`src/rtl/alu_pkg.sv`:
```
// alu_pkg: shared widths and sequencer state encoding for the colour-transform
// ALU front end.
//   PIX_W       - packed 8:8:8 RGB pixel width fed to the ALU
//   RES_W       - packed {p1,p2,p3} 3x16b ALU result width
//   seq_state_e - frame sequencer states
package alu_pkg;

  localparam int PIX_W = 24;
  localparam int RES_W = 48;

  typedef enum logic [1:0] {
    IDLE  = 2'd0,
    RUN   = 2'd1,
    DRAIN = 2'd2
  } seq_state_e;

endpackage

```
`src/rtl/seq_result_fifo.sv`:
```
// seq_result_fifo: small synchronous FIFO holding ALU results until the
// downstream stream accepts them. The caller guarantees no push when full
// (credit scheme) and no pop when empty (pop is gated by valid).
//   clk, rst_n - clock, asynchronous active-low clear (FIFO becomes empty)
//   push, din  - write strobe and data
//   pop, dout  - read strobe and head-of-queue data (show-ahead)
//   count      - current number of stored entries
module seq_result_fifo #(
  parameter int WIDTH = 49,
  parameter int DEPTH = 8
) (
  input  logic                   clk,
  input  logic                   rst_n,
  input  logic                   push,
  input  logic [WIDTH-1:0]       din,
  input  logic                   pop,
  output logic [WIDTH-1:0]       dout,
  output logic [$clog2(DEPTH):0] count
);

  localparam int PTR_W = $clog2(DEPTH);
  localparam int CNT_W = PTR_W + 1;

  logic [WIDTH-1:0] mem_q [DEPTH];
  logic [PTR_W-1:0] wr_ptr_q, wr_ptr_d, rd_ptr_q, rd_ptr_d;
  logic [CNT_W-1:0] count_q, count_d;

  // Next-state pointers and occupancy; push and pop together leave count unchanged.
  always_comb begin
    wr_ptr_d = wr_ptr_q;
    rd_ptr_d = rd_ptr_q;
    count_d  = count_q;
    if (push) begin
      wr_ptr_d = wr_ptr_q + PTR_W'(1);
    end else begin
      wr_ptr_d = wr_ptr_q;
    end
    if (pop) begin
      rd_ptr_d = rd_ptr_q + PTR_W'(1);
    end else begin
      rd_ptr_d = rd_ptr_q;
    end
    case ({push, pop})
      2'b10:   count_d = count_q + CNT_W'(1);
      2'b01:   count_d = count_q - CNT_W'(1);
      default: count_d = count_q;
    endcase
  end

  // Pointer and count registers.
  always_ff @(posedge clk or negedge rst_n) begin
    if (!rst_n) begin
      wr_ptr_q <= '0;
      rd_ptr_q <= '0;
      count_q  <= '0;
    end else begin
      wr_ptr_q <= wr_ptr_d;
      rd_ptr_q <= rd_ptr_d;
      count_q  <= count_d;
    end
  end

  // Storage array; contents are don't-care while the FIFO is empty.
  always_ff @(posedge clk) begin
    if (push) begin
      mem_q[wr_ptr_q] <= din;
    end
  end

  assign dout  = mem_q[rd_ptr_q];
  assign count = count_q;

endmodule

```
`src/rtl/alu_pixel_sequencer.sv`:
```
// alu_pixel_sequencer: frame-level controller for the 3x3 colour-transform ALU.
// Reads one frame in raster order from the frame buffer, streams each pixel
// through the (enable-less, fixed-latency) ALU, tags in-flight pixels so their
// results can be caught, and buffers results in a credit-protected FIFO that
// drives a valid/ready output stream.
//   clk, rst_n        - clock, asynchronous active-low reset
//   start/busy/done   - frame start pulse, frame active, end-of-frame pulse
//   rd_en/rd_addr     - frame-buffer read strobe and linear address
//   rd_data, alu_pix  - frame-buffer pixel, passed straight to the ALU
//   alu_out           - ALU result {p1,p2,p3}
//   m_valid/m_ready   - result stream handshake
//   m_data/m_last     - result beat and end-of-frame marker
module alu_pixel_sequencer
  import alu_pkg::*;
#(
  parameter int IMG_W      = 640,
  parameter int IMG_H      = 480,
  parameter int ADDR_W     = 19,
  parameter int RAM_LAT    = 1,
  parameter int ALU_LAT    = 5,
  parameter int FIFO_DEPTH = 8
) (
  input  logic              clk,
  input  logic              rst_n,
  input  logic              start,
  output logic              busy,
  output logic              done,
  output logic              rd_en,
  output logic [ADDR_W-1:0] rd_addr,
  input  logic [PIX_W-1:0]  rd_data,
  output logic [PIX_W-1:0]  alu_pix,
  input  logic [RES_W-1:0]  alu_out,
  output logic              m_valid,
  input  logic              m_ready,
  output logic [RES_W-1:0]  m_data,
  output logic              m_last
);

  localparam int N     = IMG_W * IMG_H;
  localparam int L     = RAM_LAT + ALU_LAT;
  localparam int CNT_W = $clog2(FIFO_DEPTH) + 1;
  localparam logic [ADDR_W-1:0] LAST_ADDR = ADDR_W'(N - 1);
  localparam logic [CNT_W-1:0]  DEPTH_C   = CNT_W'(FIFO_DEPTH);

  seq_state_e        state_q, state_d;
  logic [ADDR_W-1:0] pix_cnt_q, pix_cnt_d;
  logic [ADDR_W-1:0] last_addr_q, last_addr_d;
  logic [L-1:0]      tag_v_q, tag_v_d;
  logic [L-1:0]      tag_l_q, tag_l_d;
  logic              done_q, done_d;
  logic              issue_s, push_s, pop_s;
  logic [CNT_W-1:0]  fifo_count_s, inflight_s, credits_s;
  logic [RES_W:0]    fifo_dout_s;

  function automatic logic [CNT_W-1:0] popcount(input logic [L-1:0] v);
    logic [CNT_W-1:0] c;
    c = '0;
    for (int i = 0; i < L; i++) begin
      c = c + CNT_W'(v[i]);
    end
    return c;
  endfunction

  // Credits come only from registered state, so m_ready never reaches rd_en
  // combinationally; a same-cycle pop is simply picked up one cycle later.
  assign inflight_s = popcount(tag_v_q);
  assign credits_s  = DEPTH_C - fifo_count_s - inflight_s;

  // Result exits the tag pipe exactly when the ALU output belongs to it.
  assign push_s = tag_v_q[L-1];
  assign pop_s  = m_valid && m_ready;

  // Frame sequencing, read issue and tag-pipe shift.
  always_comb begin
    state_d     = state_q;
    pix_cnt_d   = pix_cnt_q;
    last_addr_d = last_addr_q;
    done_d      = 1'b0;
    issue_s     = 1'b0;
    tag_v_d     = {tag_v_q[L-2:0], 1'b0};
    tag_l_d     = {tag_l_q[L-2:0], 1'b0};
    case (state_q)
      IDLE: begin
        // The done cycle is already IDLE; a start there is deliberately dropped.
        if (start && !done_q) begin
          state_d   = RUN;
          pix_cnt_d = '0;
        end else begin
          state_d = IDLE;
        end
      end
      RUN: begin
        if (credits_s != '0) begin
          issue_s     = 1'b1;
          last_addr_d = pix_cnt_q;
          tag_v_d[0]  = 1'b1;
          tag_l_d[0]  = (pix_cnt_q == LAST_ADDR);
          if (pix_cnt_q == LAST_ADDR) begin
            state_d = DRAIN;
          end else begin
            pix_cnt_d = pix_cnt_q + ADDR_W'(1);
          end
        end else begin
          issue_s = 1'b0;
        end
      end
      DRAIN: begin
        // The last-tagged beat is the final one pushed, so its handshake
        // implies the tag pipe and FIFO are both empty afterwards.
        if (pop_s && fifo_dout_s[RES_W]) begin
          done_d  = 1'b1;
          state_d = IDLE;
        end else begin
          state_d = DRAIN;
        end
      end
      default: begin
        state_d = IDLE;
      end
    endcase
  end

  // Sequencer registers; reset also clears every tag so stale ALU data is ignored.
  always_ff @(posedge clk or negedge rst_n) begin
    if (!rst_n) begin
      state_q     <= IDLE;
      pix_cnt_q   <= '0;
      last_addr_q <= '0;
      tag_v_q     <= '0;
      tag_l_q     <= '0;
      done_q      <= 1'b0;
    end else begin
      state_q     <= state_d;
      pix_cnt_q   <= pix_cnt_d;
      last_addr_q <= last_addr_d;
      tag_v_q     <= tag_v_d;
      tag_l_q     <= tag_l_d;
      done_q      <= done_d;
    end
  end

  seq_result_fifo #(
    .WIDTH (RES_W + 1),
    .DEPTH (FIFO_DEPTH)
  ) u_fifo (
    .clk   (clk),
    .rst_n (rst_n),
    .push  (push_s),
    .din   ({tag_l_q[L-1], alu_out}),
    .pop   (pop_s),
    .dout  (fifo_dout_s),
    .count (fifo_count_s)
  );

  assign busy    = (state_q != IDLE);
  assign done    = done_q;
  assign rd_en   = issue_s;
  // Address holds the last issued value between reads.
  assign rd_addr = issue_s ? pix_cnt_q : last_addr_q;
  assign alu_pix = rd_data;
  assign m_valid = (fifo_count_s != '0);
  assign m_data  = fifo_dout_s[RES_W-1:0];
  assign m_last  = m_valid && fifo_dout_s[RES_W];

endmodule
```
`config.mk`:
```
export PLATFORM = sky130hd
export DESIGN_NAME = alu_pixel_sequencer
export DESIGN_NICKNAME = d
export VERILOG_FILES = /design/src/rtl/alu_pkg.sv /design/src/rtl/seq_result_fifo.sv /design/src/rtl/alu_pixel_sequencer.sv
export SDC_FILE = /design/constraint.sdc
export NUM_CORES = 1
export LEC_CHECK = 0
export CAP_MARGIN = 20
export CORE_MARGIN = 3
export CORE_UTILIZATION = 57
export DETAILED_ROUTE_END_ITERATION = 8
export HOLD_SLACK_MARGIN = 0.15
export PLACE_DENSITY = 0.8
export SYNTH_ARGS = -nofsm -noshare
export SYNTH_HDL_FRONTEND = slang
export SYNTH_HIERARCHICAL = 1
export SYNTH_SLANG_ARGS = --single-unit
```
`constraint.sdc`:
```
create_clock -name clk -period 5.45 [get_ports clk]
set_input_delay 0.545 -clock clk [delete_from_list [all_inputs] [get_ports clk]]
set_output_delay 0.545 -clock clk [all_outputs]
set_load 0.02 [all_outputs]
```
==> impl_metrics.py <==
metrics = {
    "clocking": {
        "cts_setup_buffers": 0,
        "hold_buffers": 0,
        "clk_pin_slew_worst_paths_ns": 0.06,
        "cts.path.max_buffers": 3,
        "numCtsBuffers": 45,
        "root_buffer": "clkbuf_16",
        "cts_tree": "built",
        "clock-sinks": 455,
        "cts.repair.resized": 0,
        "clk-insertion-delay-late_ns": 0.54,
        "htree_levels": 2,
    },
    "sta": {
        "fmax_ghz": 0.195,
        "tns_ns": 0,
        "setup_viol": 0,
        "skew_ns": 0.0154,
        "fin_crit_sh": 0.940,
        "maxSlewViolCount": 0,
        "rsz0062_at_grt": "no",
        "layout_setup_ws_ns": 0.325,
        "layout_min_cycle_time_ns": 5.13,
        "maxSlewHeadroom": 0.275,
        "hold_viol": 0,
        "hold_ws_ns": 0.173,
        "tightest_slew_ns": 1.08,
    },
    "worst_setup_path": {
        "end_kind": "output port",
        "worstPathCellList": "inv_1, fa_1, ha_1, inv_1, fa_1, fa_1, inv_1, ha_1, xor3_1, a31oi_2, buf_4, mux2_2, clkdlybuf4s50_1",
        "slowest_delay_ns": 0.55,
        "arrival_ns": 4.58,
        "r2r-start": "tag_v_q[5]$_DFF_PN0_",
        "critPathLaunch": "tag_v_q[5]$_DFF_PN0_",
        "worstPathMaxFanout": 23,
        "cp-start-kind": "flip-flop",
        "cp.required_ns": 4.91,
        "path_buf_inv": 5,
        "slowest_stage": "clkdlybuf4s50_1",
        "path_class": "flip-flop to output port",
        "cpLargestDelayFamily": "adder cells",
    },
    "logic_synthesis": {
        "ys_seq_elements": 455,
        "synth_flop_cell": "edfxtp_1",
        "ys_types": 45,
        "synth_edf_count": 392,
        "syn_nets": 951,
        "syn_avg_cell_area_um2": 20.9,
        "syn_area_um2": 17900,
        "yosysWarnings": 6,
        "ys_seq_area_frac": 0.745,
        "async_flop_share": 0.138,
        "syn_inst": 859,
    },
    "routing": {
        "firstDrtPassIters": 4,
        "drt-initial-drc-count": 667,
        "vias": 8550,
        "drc": 0,
        "drtAntennaViolNets": 0,
        "wire_per_inst_um": 23.9,
        "avgViaCountPerCell": 6.04,
        "wl_um": 33800,
    },
    "pwr": {
        "ir_worst_vdd_mv": 0.504,
        "finalPower_uw": 12600,
        "power_density_nw_per_um2": 605,
        "p_leak_uw": 0.00707,
    },
    "finish": {
        "diodes": 0,
        "fin_util": 0.675,
        "drive_gt1_frac": 0.257,
        "nets": 1078,
        "final_cell_mix": "edfxtp_1, clkdlybuf4s50_1, mux4_2",
        "area.growth.synth_to_final_pct": 16.1,
        "final_common_cell": "edfxtp_1",
    },
    "placement": {
        "port_buffers": 123,
        "post-place-ws_ns": 0.878,
        "gp_congestion": 0.807,
        "hpwl_um": 18700,
    },
    "hold_path": {
        "hold_class": "input pin to asynchronous set/reset pin",
    },
    "grt": {
        "grt_pass1_vias": 9104,
        "grt_max_degree": 64,
        "grt_pass1_wl_um": 52800,
        "grt_use_total": 0.206,
        "grt_antenna_before_repair": 0,
        "grt-ovfl-total": 0,
    },
    "die": {
        "dieArea_um2": 33600,
        "core_area_um2": 30800,
        "die_height_um": 183,
        "dieWidth_um": 183,
        "ios": 172,
        "initial_core_util": 0.581,
        "rows": 64,
    },
    "flow_run": {
        "drv_cap": 0,
    },
    "run_status": {
        "status": "finished, final reports clean",
    },
}
==> flip-flops by register name (all words and copies together), names as in the netlist <==
signal	cells
done	1
last_addr_q	19
pix_cnt_q	19
state_q	2
tag_l_q	6
tag_v_q	6
u_fifo/count	4
u_fifo/mem_q	392
u_fifo/rd_ptr_q	3
u_fifo/wr_ptr_q	3
==> synth_stat cells, drive strengths merged (2+ instances only) <==
| cell type | number | area share |
|---|---|---|
| a21oi | 12 | 0.0034 |
| nor4 | 2 | 0.00070 |
| buf | 44 | 0.019 |
| mux4 | 98 | 0.12 |
| nand2b | 4 | 0.0014 |
| nand2 | 26 | 0.0059 |
| dfrtp | 63 | 0.088 |
| nor2b | 3 | 0.0010 |
| xnor2 | 3 | 0.0015 |
| o21ai | 8 | 0.0029 |
| ha | 12 | 0.0084 |
| a41oi | 7 | 0.0034 |
| a31oi | 18 | 0.0066 |
| o21a | 4 | 0.0017 |
| inv | 17 | 0.0036 |
| xor2 | 6 | 0.0029 |
| and4 | 4 | 0.0020 |
| edfxtp | 392 | 0.66 |
| or3b | 2 | 0.00098 |
| nor2 | 13 | 0.0027 |
| and3 | 3 | 0.0010 |
| clkbuf | 15 | 0.0031 |
| fa | 4 | 0.0045 |
| and2 | 5 | 0.0017 |
| mux2 | 71 | 0.045 |
| nor3 | 3 | 0.0011 |
| nand3 | 9 | 0.0025 |
==> metrics by stage <==
stage	cells	area (µm²)
final	1416	20800
after detailed placement	1335	19400
after global placement	1335	19400
after floorplan	859	17900
after global routing	1416	20800
after CTS	1416	20800
==> worst reg2reg max path, stage by stage, from the launching register on <==
cell     delay (ns)
dfrtp_1        0.45
inv_1          0.09
fa_1           0.51
ha_1           0.14
inv_1          0.05
fa_1           0.49
fa_1           0.42
inv_1          0.06
ha_1           0.14
xor3_1         0.24
a31oi_2        0.17
buf_4          0.32
o21a_1         0.58
a41oi_1        0.20
a31oi_1        0.19
==> path summary, 6_finish.rpt <==
check	to	slack, ns	cells after the start
worst min register to register	tag_l_q[5]$_DFF_PN0_	0.35	0
max in group asynchronous	u_fifo/rd_ptr_q[2]$_DFFE_PN0P_	4.71	2
worst min-delay path	last_addr_q[9]$_DFFE_PN0P_	0.17	2
worst max register to register	pix_cnt_q[15]$_DFFE_PN0P_	1.31	14
min in group clk	tag_l_q[5]$_DFF_PN0_	0.35	0
worst max-delay path	rd_addr[10]	0.32	13
==> where the power goes <==
part / leakage [µW] / internal (µW) / switching, µW
clock network: 0.000656 / 1600 / 1230
registers: 0.00436 / 4770 / 545
logic: 0.00205 / 2200 / 2240
==> layout make-up <==
cell class,count,area [µm²]
fill,1904,10000
sequential,455,13400
inverter,17,63.8
clock buffer,61,1200
timing repair buffer,139,1360
clock inverter,20,159
tap,396,495
multi-input combinational,328,4170
==> logic make-up (layout without fill, tap and decap cells) <==
logic type | Yosys count | count (layout) | share of synthesized area
flops | 455 | 455 | 0.745
buf+inv | 76 | 237 | 0.0256
simple gates | 80 | 80 | 0.0235
mux | 169 | 169 | 0.168
xor+xnor | 10 | 10 | 0.00572
compound gates | 53 | 53 | 0.0198
fa+ha+maj | 16 | 16 | 0.0128
==> per-layer routing <==
metal,vias to the layer above,global-route usage,share of wire,wire [µm]
li1,3725,-,-,-
met1,4461,0.283,0.41,13900
met2,311,0.348,0.51,17300
met3,53,0.0403,0.059,2000
met4,0,0.0548,0.018,625
met5,-,0,0,0
No activity file was read; power rests on OpenSTA's default activity.
